$ cat src/rtl/ex_muldiv_ctrl_if.sv
// EX-stage <-> M-extension sequencer handshake bundle.
// master: the Execute stage (drives the operation), slave: ex_muldiv_ctrl.
interface ex_muldiv_ctrl_if #(
  parameter int unsigned XLEN = 32
);
  logic            start_i;
  logic [4:0]      ALUControlE;
  logic [XLEN-1:0] src_a_i;
  logic [XLEN-1:0] src_b_i;
  logic [4:0]      rd_i;
  logic            kill_i;
  logic            stall_o;
  logic            busy_o;
  logic            done_o;
  logic [XLEN-1:0] result_o;
  logic [4:0]      rd_o;

  modport master (
    output start_i, ALUControlE, src_a_i, src_b_i, rd_i, kill_i,
    input  stall_o, busy_o, done_o, result_o, rd_o
  );

  modport slave (
    input  start_i, ALUControlE, src_a_i, src_b_i, rd_i, kill_i,
    output stall_o, busy_o, done_o, result_o, rd_o
  );
endinterface

$ cat src/rtl/ex_muldiv_ctrl.sv
// Multi-cycle MUL/DIV sequencer for the Execute stage. Stalls the front of the
// pipeline while a pipelined multiply or a restoring divide runs, then presents
// the result for exactly one cycle so EX/MEM captures it instead of the ALU output.
module ex_muldiv_ctrl #(
  parameter int unsigned XLEN    = 32,
  parameter int unsigned MUL_LAT = 2
) (
  input logic            clk,
  input logic            rst,
  ex_muldiv_ctrl_if.slave md
);

  localparam logic [4:0] OpMul    = 5'b01010;
  localparam logic [4:0] OpMulh   = 5'b01011;
  localparam logic [4:0] OpMulhsu = 5'b01100;
  localparam logic [4:0] OpDiv    = 5'b01110;
  localparam logic [4:0] OpRem    = 5'b10000;
  localparam logic [4:0] OpRemu   = 5'b10001;

  typedef enum logic [1:0] {StIdle, StMul, StDiv, StDone} state_e;

  state_e state_q, state_d;
  logic [4:0] cnt_q, cnt_d;

  // Decode of the instruction currently in EX
  logic            is_md, accept, in_div, in_rem, in_sdiv, in_b_zero, in_ovf;
  logic            sign_a, sign_b;
  logic            a_neg, b_neg;
  logic [XLEN-1:0] abs_a, abs_b, spec_res;
  logic signed [XLEN:0]     mul_a, mul_b;
  logic signed [2*XLEN-1:0] prod;

  // Latched operation state
  logic [4:0]      op_q, rd_q;
  logic [XLEN-1:0] quo_q, rem_q, dvs_q;
  logic            neg_q_q, neg_r_q;
  logic [2*XLEN-1:0] pipe_q [MUL_LAT];

  // Divider step and final result selection
  logic [XLEN:0]   shifted;
  logic            ge;
  logic [XLEN-1:0] rem_nx, quo_nx, quo_fix, rem_fix, div_res, mul_res;
  logic            fin_mul, fin_div, fin_spec;

  logic [XLEN-1:0] result_q;
  logic [4:0]      rd_out_q;
  logic            done_q;

  // Operation decode, special-case detection and multiplier input extension
  always_comb begin
    is_md     = (md.ALUControlE >= OpMul) && (md.ALUControlE <= OpRemu);
    // Nothing may be accepted while reset is held, so stall_o stays low too.
    accept    = rst && (state_q == StIdle) && md.start_i && is_md && !md.kill_i;
    in_div    = md.ALUControlE >= OpDiv;
    in_rem    = md.ALUControlE >= OpRem;
    in_sdiv   = (md.ALUControlE == OpDiv) || (md.ALUControlE == OpRem);
    in_b_zero = md.src_b_i == '0;
    in_ovf    = in_sdiv && (md.src_a_i == {1'b1, {(XLEN-1){1'b0}}}) && (md.src_b_i == '1);
    if (in_b_zero) begin
      spec_res = in_rem ? md.src_a_i : '1;
    end else begin
      spec_res = in_rem ? '0 : {1'b1, {(XLEN-1){1'b0}}};
    end

    a_neg = in_sdiv && md.src_a_i[XLEN-1];
    b_neg = in_sdiv && md.src_b_i[XLEN-1];
    abs_a = a_neg ? (~md.src_a_i + 1'b1) : md.src_a_i;
    abs_b = b_neg ? (~md.src_b_i + 1'b1) : md.src_b_i;

    sign_a = (md.ALUControlE == OpMul) || (md.ALUControlE == OpMulh) ||
             (md.ALUControlE == OpMulhsu);
    sign_b = (md.ALUControlE == OpMul) || (md.ALUControlE == OpMulh);
    mul_a  = {sign_a & md.src_a_i[XLEN-1], md.src_a_i};
    mul_b  = {sign_b & md.src_b_i[XLEN-1], md.src_b_i};
    prod   = mul_a * mul_b;
  end

  // One restoring-divide step plus sign fix-up of the final quotient/remainder
  always_comb begin
    shifted = {rem_q, quo_q[XLEN-1]};
    ge      = shifted >= {1'b0, dvs_q};
    rem_nx  = ge ? XLEN'(shifted - {1'b0, dvs_q}) : shifted[XLEN-1:0];
    quo_nx  = {quo_q[XLEN-2:0], ge};
    quo_fix = neg_q_q ? (~quo_nx + 1'b1) : quo_nx;
    rem_fix = neg_r_q ? (~rem_nx + 1'b1) : rem_nx;
    div_res = (op_q >= OpRem) ? rem_fix : quo_fix;
    mul_res = (op_q == OpMul) ? pipe_q[MUL_LAT-1][XLEN-1:0]
                              : pipe_q[MUL_LAT-1][2*XLEN-1:XLEN];
  end

  // FSM state and iteration counter
  always_ff @(posedge clk or negedge rst) begin
    if (!rst) begin
      state_q <= StIdle;
      cnt_q   <= '0;
    end else begin
      state_q <= state_d;
      cnt_q   <= cnt_d;
    end
  end

  // Next-state logic; kill overrides everything and drops the op silently
  always_comb begin
    state_d  = state_q;
    cnt_d    = cnt_q;
    fin_mul  = 1'b0;
    fin_div  = 1'b0;
    fin_spec = 1'b0;
    unique case (state_q)
      StIdle: begin
        if (accept) begin
          if (!in_div) begin
            state_d = StMul;
            cnt_d   = 5'(MUL_LAT - 1);
          end else if (in_b_zero || in_ovf) begin
            state_d  = StDone;
            fin_spec = 1'b1;
          end else begin
            state_d = StDiv;
            cnt_d   = 5'(XLEN - 1);
          end
        end
      end
      StMul: begin
        if (cnt_q == '0) begin
          state_d = StDone;
          fin_mul = 1'b1;
        end else begin
          cnt_d = cnt_q - 1'b1;
        end
      end
      StDiv: begin
        if (cnt_q == '0) begin
          state_d = StDone;
          fin_div = 1'b1;
        end else begin
          cnt_d = cnt_q - 1'b1;
        end
      end
      StDone: state_d = StIdle;
      default: state_d = StIdle;
    endcase
    if (md.kill_i) begin
      state_d = StIdle;
      cnt_d   = '0;
      fin_mul = 1'b0;
      fin_div = 1'b0;
    end
  end

  // Operand latch, divider iteration and multiplier pipeline
  always_ff @(posedge clk or negedge rst) begin
    if (!rst) begin
      op_q    <= '0;
      rd_q    <= '0;
      quo_q   <= '0;
      rem_q   <= '0;
      dvs_q   <= '0;
      neg_q_q <= 1'b0;
      neg_r_q <= 1'b0;
      for (int k = 0; k < int'(MUL_LAT); k++) pipe_q[k] <= '0;
    end else begin
      if (accept) begin
        op_q      <= md.ALUControlE;
        rd_q      <= md.rd_i;
        quo_q     <= abs_a;
        rem_q     <= '0;
        dvs_q     <= abs_b;
        neg_q_q   <= a_neg ^ b_neg;
        neg_r_q   <= a_neg;
        pipe_q[0] <= prod;
      end else if (state_q == StDiv) begin
        quo_q <= quo_nx;
        rem_q <= rem_nx;
      end
      for (int k = 1; k < int'(MUL_LAT); k++) pipe_q[k] <= pipe_q[k-1];
    end
  end

  // Registered result; held until the next completion
  always_ff @(posedge clk or negedge rst) begin
    if (!rst) begin
      result_q <= '0;
      rd_out_q <= '0;
      done_q   <= 1'b0;
    end else begin
      done_q <= state_d == StDone;
      if (fin_spec) begin
        result_q <= spec_res;
        rd_out_q <= md.rd_i;
      end else if (fin_mul) begin
        result_q <= mul_res;
        rd_out_q <= rd_q;
      end else if (fin_div) begin
        result_q <= div_res;
        rd_out_q <= rd_q;
      end
    end
  end

  assign md.stall_o  = !md.kill_i && (accept || (state_q == StMul) || (state_q == StDiv));
  assign md.busy_o   = state_q != StIdle;
  assign md.done_o   = done_q;
  assign md.result_o = result_q;
  assign md.rd_o     = rd_out_q;

endmodule

$ cat src/flat_wrapper.sv
// flat-port wrapper written by rule: the top's interface ports become plain ports
module ex_muldiv_ctrl_flat 
#(
  parameter int unsigned XLEN    = 32,
  parameter int unsigned MUL_LAT = 2
)
  (clk, rst, md_start_i, md_ALUControlE, md_src_a_i, md_src_b_i, md_rd_i, md_kill_i, md_stall_o, md_busy_o, md_done_o, md_result_o, md_rd_o);
  ex_muldiv_ctrl_if #(.XLEN(XLEN)) md_i ();
  input logic clk;
  input logic rst;
  input wire logic [$bits(md_i.start_i)-1:0] md_start_i;
  input wire logic [$bits(md_i.ALUControlE)-1:0] md_ALUControlE;
  input wire logic [$bits(md_i.src_a_i)-1:0] md_src_a_i;
  input wire logic [$bits(md_i.src_b_i)-1:0] md_src_b_i;
  input wire logic [$bits(md_i.rd_i)-1:0] md_rd_i;
  input wire logic [$bits(md_i.kill_i)-1:0] md_kill_i;
  output wire logic [$bits(md_i.stall_o)-1:0] md_stall_o;
  output wire logic [$bits(md_i.busy_o)-1:0] md_busy_o;
  output wire logic [$bits(md_i.done_o)-1:0] md_done_o;
  output wire logic [$bits(md_i.result_o)-1:0] md_result_o;
  output wire logic [$bits(md_i.rd_o)-1:0] md_rd_o;
  assign md_i.start_i = md_start_i;
  assign md_i.ALUControlE = md_ALUControlE;
  assign md_i.src_a_i = md_src_a_i;
  assign md_i.src_b_i = md_src_b_i;
  assign md_i.rd_i = md_rd_i;
  assign md_i.kill_i = md_kill_i;
  assign md_stall_o = md_i.stall_o;
  assign md_busy_o = md_i.busy_o;
  assign md_done_o = md_i.done_o;
  assign md_result_o = md_i.result_o;
  assign md_rd_o = md_i.rd_o;
  ex_muldiv_ctrl #(.XLEN(XLEN), .MUL_LAT(MUL_LAT)) u_core (.clk(clk), .rst(rst), .md(md_i));
endmodule
$ cat config.mk
export PLATFORM = sky130hd
export DESIGN_NAME = ex_muldiv_ctrl_flat
export DESIGN_NICKNAME = d
export VERILOG_FILES = /design/src/rtl/ex_muldiv_ctrl_if.sv /design/src/rtl/ex_muldiv_ctrl.sv /design/src/flat_wrapper.sv
export SDC_FILE = /design/constraint.sdc
export NUM_CORES = 2
export LEC_CHECK = 0
export CAP_MARGIN = 20
export CORE_ASPECT_RATIO = 1.5
export CORE_UTILIZATION = 40
export CTS_BUF_LIST = sky130_fd_sc_hd__clkbuf_8
export CTS_CLUSTER_SIZE = 20
export DETAILED_ROUTE_END_ITERATION = 6
export GPL_TIMING_DRIVEN = 0
export HOLD_SLACK_MARGIN = 0.1
export PLACE_DENSITY = 0.65
export SLEW_MARGIN = 5
export SYNTH_ARGS = -nofsm -noshare
export SYNTH_HDL_FRONTEND = slang
export SYNTH_SLANG_ARGS = --single-unit
$ cat constraint.sdc
create_clock -name clk -period 9.7 [get_ports clk]
set_input_delay 2.425 -clock clk [delete_from_list [all_inputs] [get_ports clk]]
set_output_delay 2.425 -clock clk [all_outputs]
set_load 0.05 [all_outputs]
==> metrics.txt <==
Global Route met2 Usage=59.8%; RSZ-0062 raised after global routing=yes; initial antenna violation count=28; gr ovfl total=0; synth-to-layout area growth=14.3%; Core Area=between 100000 and 150000 sq um; Critical Path Start=md_src_a_i[31]; largest area contributor in the netlist=fa_1; Seq/Total Area, Yosys=between 10 and 15%; Period Utilization, post-route=104%; initial drt markers=around 4100; gr busiest metal=met2; NumNets Final=~8000; min-delay src=u_core.pipe_q[72]$_DFFE_PN0P_; initial cell density of the core=40.4%; IO Count=around 120; Longest Clk Path Bufs=3; die height=about 450 um; largest net degree at the start of global routing=approximately 120; Fmax=a little under 100 MHz; slowest stage delay, CP=~0.59 ns; ys flop type=dfrtp_1; vias per cell=between 5 and 6; post-synth cell types=87; via count=approximately 46000; #FFs+latches synth=between 200 and 300; Mapped Cells=slightly above 6000; grt met1 use=between 30% and 40%; post-synth top area share=41.3%; Synth Warn #=0; FFs w/ async S/R, synth=100%; total negative slack=-2.16 ns; Layout Skew=0.0595 ns; Setup crit start kind=input port; first-pass GRT wire length=about 340000 um; Syn Nets=approximately 7600; Site Rows=about 170; die width=roughly 300 um; DRC=1; TritonCTS buffer count=39; all-layer global routing usage=35.5%; drt total wl=between 200000 and 250000 um; Crit-path slowest cell=fa_2; fin worst setup slack=-0.363 ns; maxcap violations=0; antenna viol nets, final=0; worst slew pin tran=between 1 and 1.5 ns; Post-CTS Hold Fix Bufs=0; Final setup viols=8; Clock Sinks=281; slew margin rel.=24.0%; layout cell share with drive strength beyond 1=about 11%; Root Buffer=clkbuf_8; syn avg cell area=about 8.9 sq um; Final min period=slightly above 10 ns; worst min path class=reg -> reg; Worst-path clk slew=0.08 ns; critical path fanouts, max=6; H-tree Lvls=2; Final Hold Viols=0; WL/cell=29.7 um; reg-to-reg setup timing slack=~1.6 ns; Pre-antenna DRT Iters=7; r2r startpoint=u_core.rem_q[24]$_DFFE_PN0P_; failing checks=DRC, setup timing; CTS tree=yes; worst setup path class=in -> reg; gpl congestion=1.06; Max Slew Vio Count=0; met3 Track Usage GR=between 6 and 7%; post-synthesis cell area=around 55000 sq um; vias in the first global route=around 49000; status=finished with violations; CP endpoint kind=flip-flop; HPWL Detailed=200000 um; Area contributors post-synth=fa_1, dfrtp_1, inv_1; Worst EP arrival=approximately 11 ns; CP most frequent cell=fa_1; worst-skew pair later-pin latency=roughly 0.64 ns; Post-synth EDFFs=0; Port Buffers=72; Req. time, crit path=about 10 ns; full die area=around 140000 sq um
cell usage in the layout, fill, tap and decap left out, types with 29 or more instances in the layout:
cell / n
nand2_1: 1051
a21o_1: 67
buf_6: 51
fa_2: 38
a31oi_1: 44
a21oi_1: 126
nor3_1: 46
a211oi_1: 41
clkbuf_8: 76
mux2i_1: 78
o211ai_1: 31
and2_1: 273
clkbuf_2: 50
xor2_1: 72
nand3_1: 35
fa_1: 1088
clkbuf_4: 45
dfrtp_1: 281
inv_2: 30
buf_2: 50
xnor2_1: 126
ha_1: 227
nand4_1: 29
nor2_1: 223
inv_1: 1227
clkdlybuf4s50_1: 46
clkbuf_1: 98
o21ai_0: 215
buf_4: 137
metrics by stage:
step           util (%)  cell area (sq um)  worst slack (ns)  hold WS, ns  std cells
3_5_place_dp       43.1              58200             -3.28        0.361       8019
6_report           46.2              62400            -0.363        0.373       8209
3_3_place_gp       42.7              57700             -9.44        0.358       7991
2_1_floorplan         -              54800            -0.341        0.349       6166
5_1_grt            46.2              62400            -0.496        0.385       8202
4_1_cts            45.5              61400            -0.286        0.374       8160
metal layers:
| metal | vias to the layer above | share of wire, % |
|---|---|---|
| met2 | 2527 | 47 |
| met4 | 18 | 14 |
| met3 | 1060 | 7.5 |
| met1 | 23595 | 31 |
| met5 | - | 0.056 |
| li1 | 19199 | - |
state kept, by name (all words and copies together), names as in the netlist, 2 cells and up:
name and flops:
u_core.rem_q 32, u_core.dvs_q 32, u_core.rd_q 5, u_core.cnt_q 5, u_core.state_q 2, u_core.md.rd_o 5
u_core.md.result_o 32, u_core.pipe_q 128, u_core.op_q 5, u_core.quo_q 32
worst paths after layout:
kind	cells past startpoint	end
worst max-delay path	34	u_core.pipe_q[127]$_DFFE_PN0P_
worst min-delay path	0	u_core.pipe_q[8]$_DFF_PN0_
worst max register to register	23	u_core.md.result_o[24]$_DFFE_PN0P_
worst min register to register	0	u_core.pipe_q[8]$_DFF_PN0_
max in group asynchronous	2	u_core.pipe_q[17]$_DFF_PN0_
min in group asynchronous	1	u_core.md.rd_o[3]$_DFFE_PN0P_
critical path: cells and delay by family:
kind	cells	cell delay [ns]
buffers and inverters	11	1.34
xor gates and xnor gates	1	0.13
and+or+nand+nor	2	0.36
AOI/OAI and AO/OA	11	1.81
adders and majority gates	9	4.45
cell families (layout without fill, tap and decap cells):
group / count (synthesis) / after routing / synth area share [%]
flops: 281 / 281 / 12.9
other cells: 0 / 11 / 0
mux: 90 / 90 / 1.68
xor+xnor: 207 / 207 / 3.32
buf+inv: 1646 / 1925 / 11.4
fa+ha+maj: 1380 / 1380 / 47.1
compound gates: 747 / 747 / 8.75
simple gates: 1815 / 1815 / 14.9
cell type report:
class	instances	area (sq um)
Clock inverter	21	260
Multi-Input combinational cell	4239	42300
Buffer	368	2950
Timing Repair Buffer	218	2190
Inverter	1267	4810
Fill cell	13244	72600
Tap cell	1753	2190
Clock buffer	51	702
Sequential cell	281	7030
Antenna cell	11	27.5
what timing repair did:
action | in CTS | in global routing
pin swaps | 73 | 69
gates resized for setup | 701 | 340
setup endpoints to repair | 51 | 33
hold endpoints to repair | 0 | 0
buffers inserted | 74 | 42
cloned | 2 | 0
cell usage after synthesis, types with 13 or more instances:
cell type,count
nand2_1,1060
o211ai_1,31
inv_1,1263
ha_1,254
a21oi_1,150
o31ai_1,28
o21a_1,13
a31oi_1,47
mux2i_1,78
buf_1,62
or3_1,16
a21o_1,67
xnor2_1,131
and2_1,276
nor3_1,48
nor2b_1,15
clkbuf_1,298
o21ai_0,234
nor4_1,16
fa_1,1126
nand2b_1,22
dfrtp_1,281
nand3_1,36
nand4_1,29
buf_2,17
and3_1,19
nor2_1,228
xor2_1,76
o21bai_1,14
a211oi_1,41
Power is left out: the tool's default activity adds up to more than one toggle a clock period on the data nets, which glitch-free logic cannot reach.
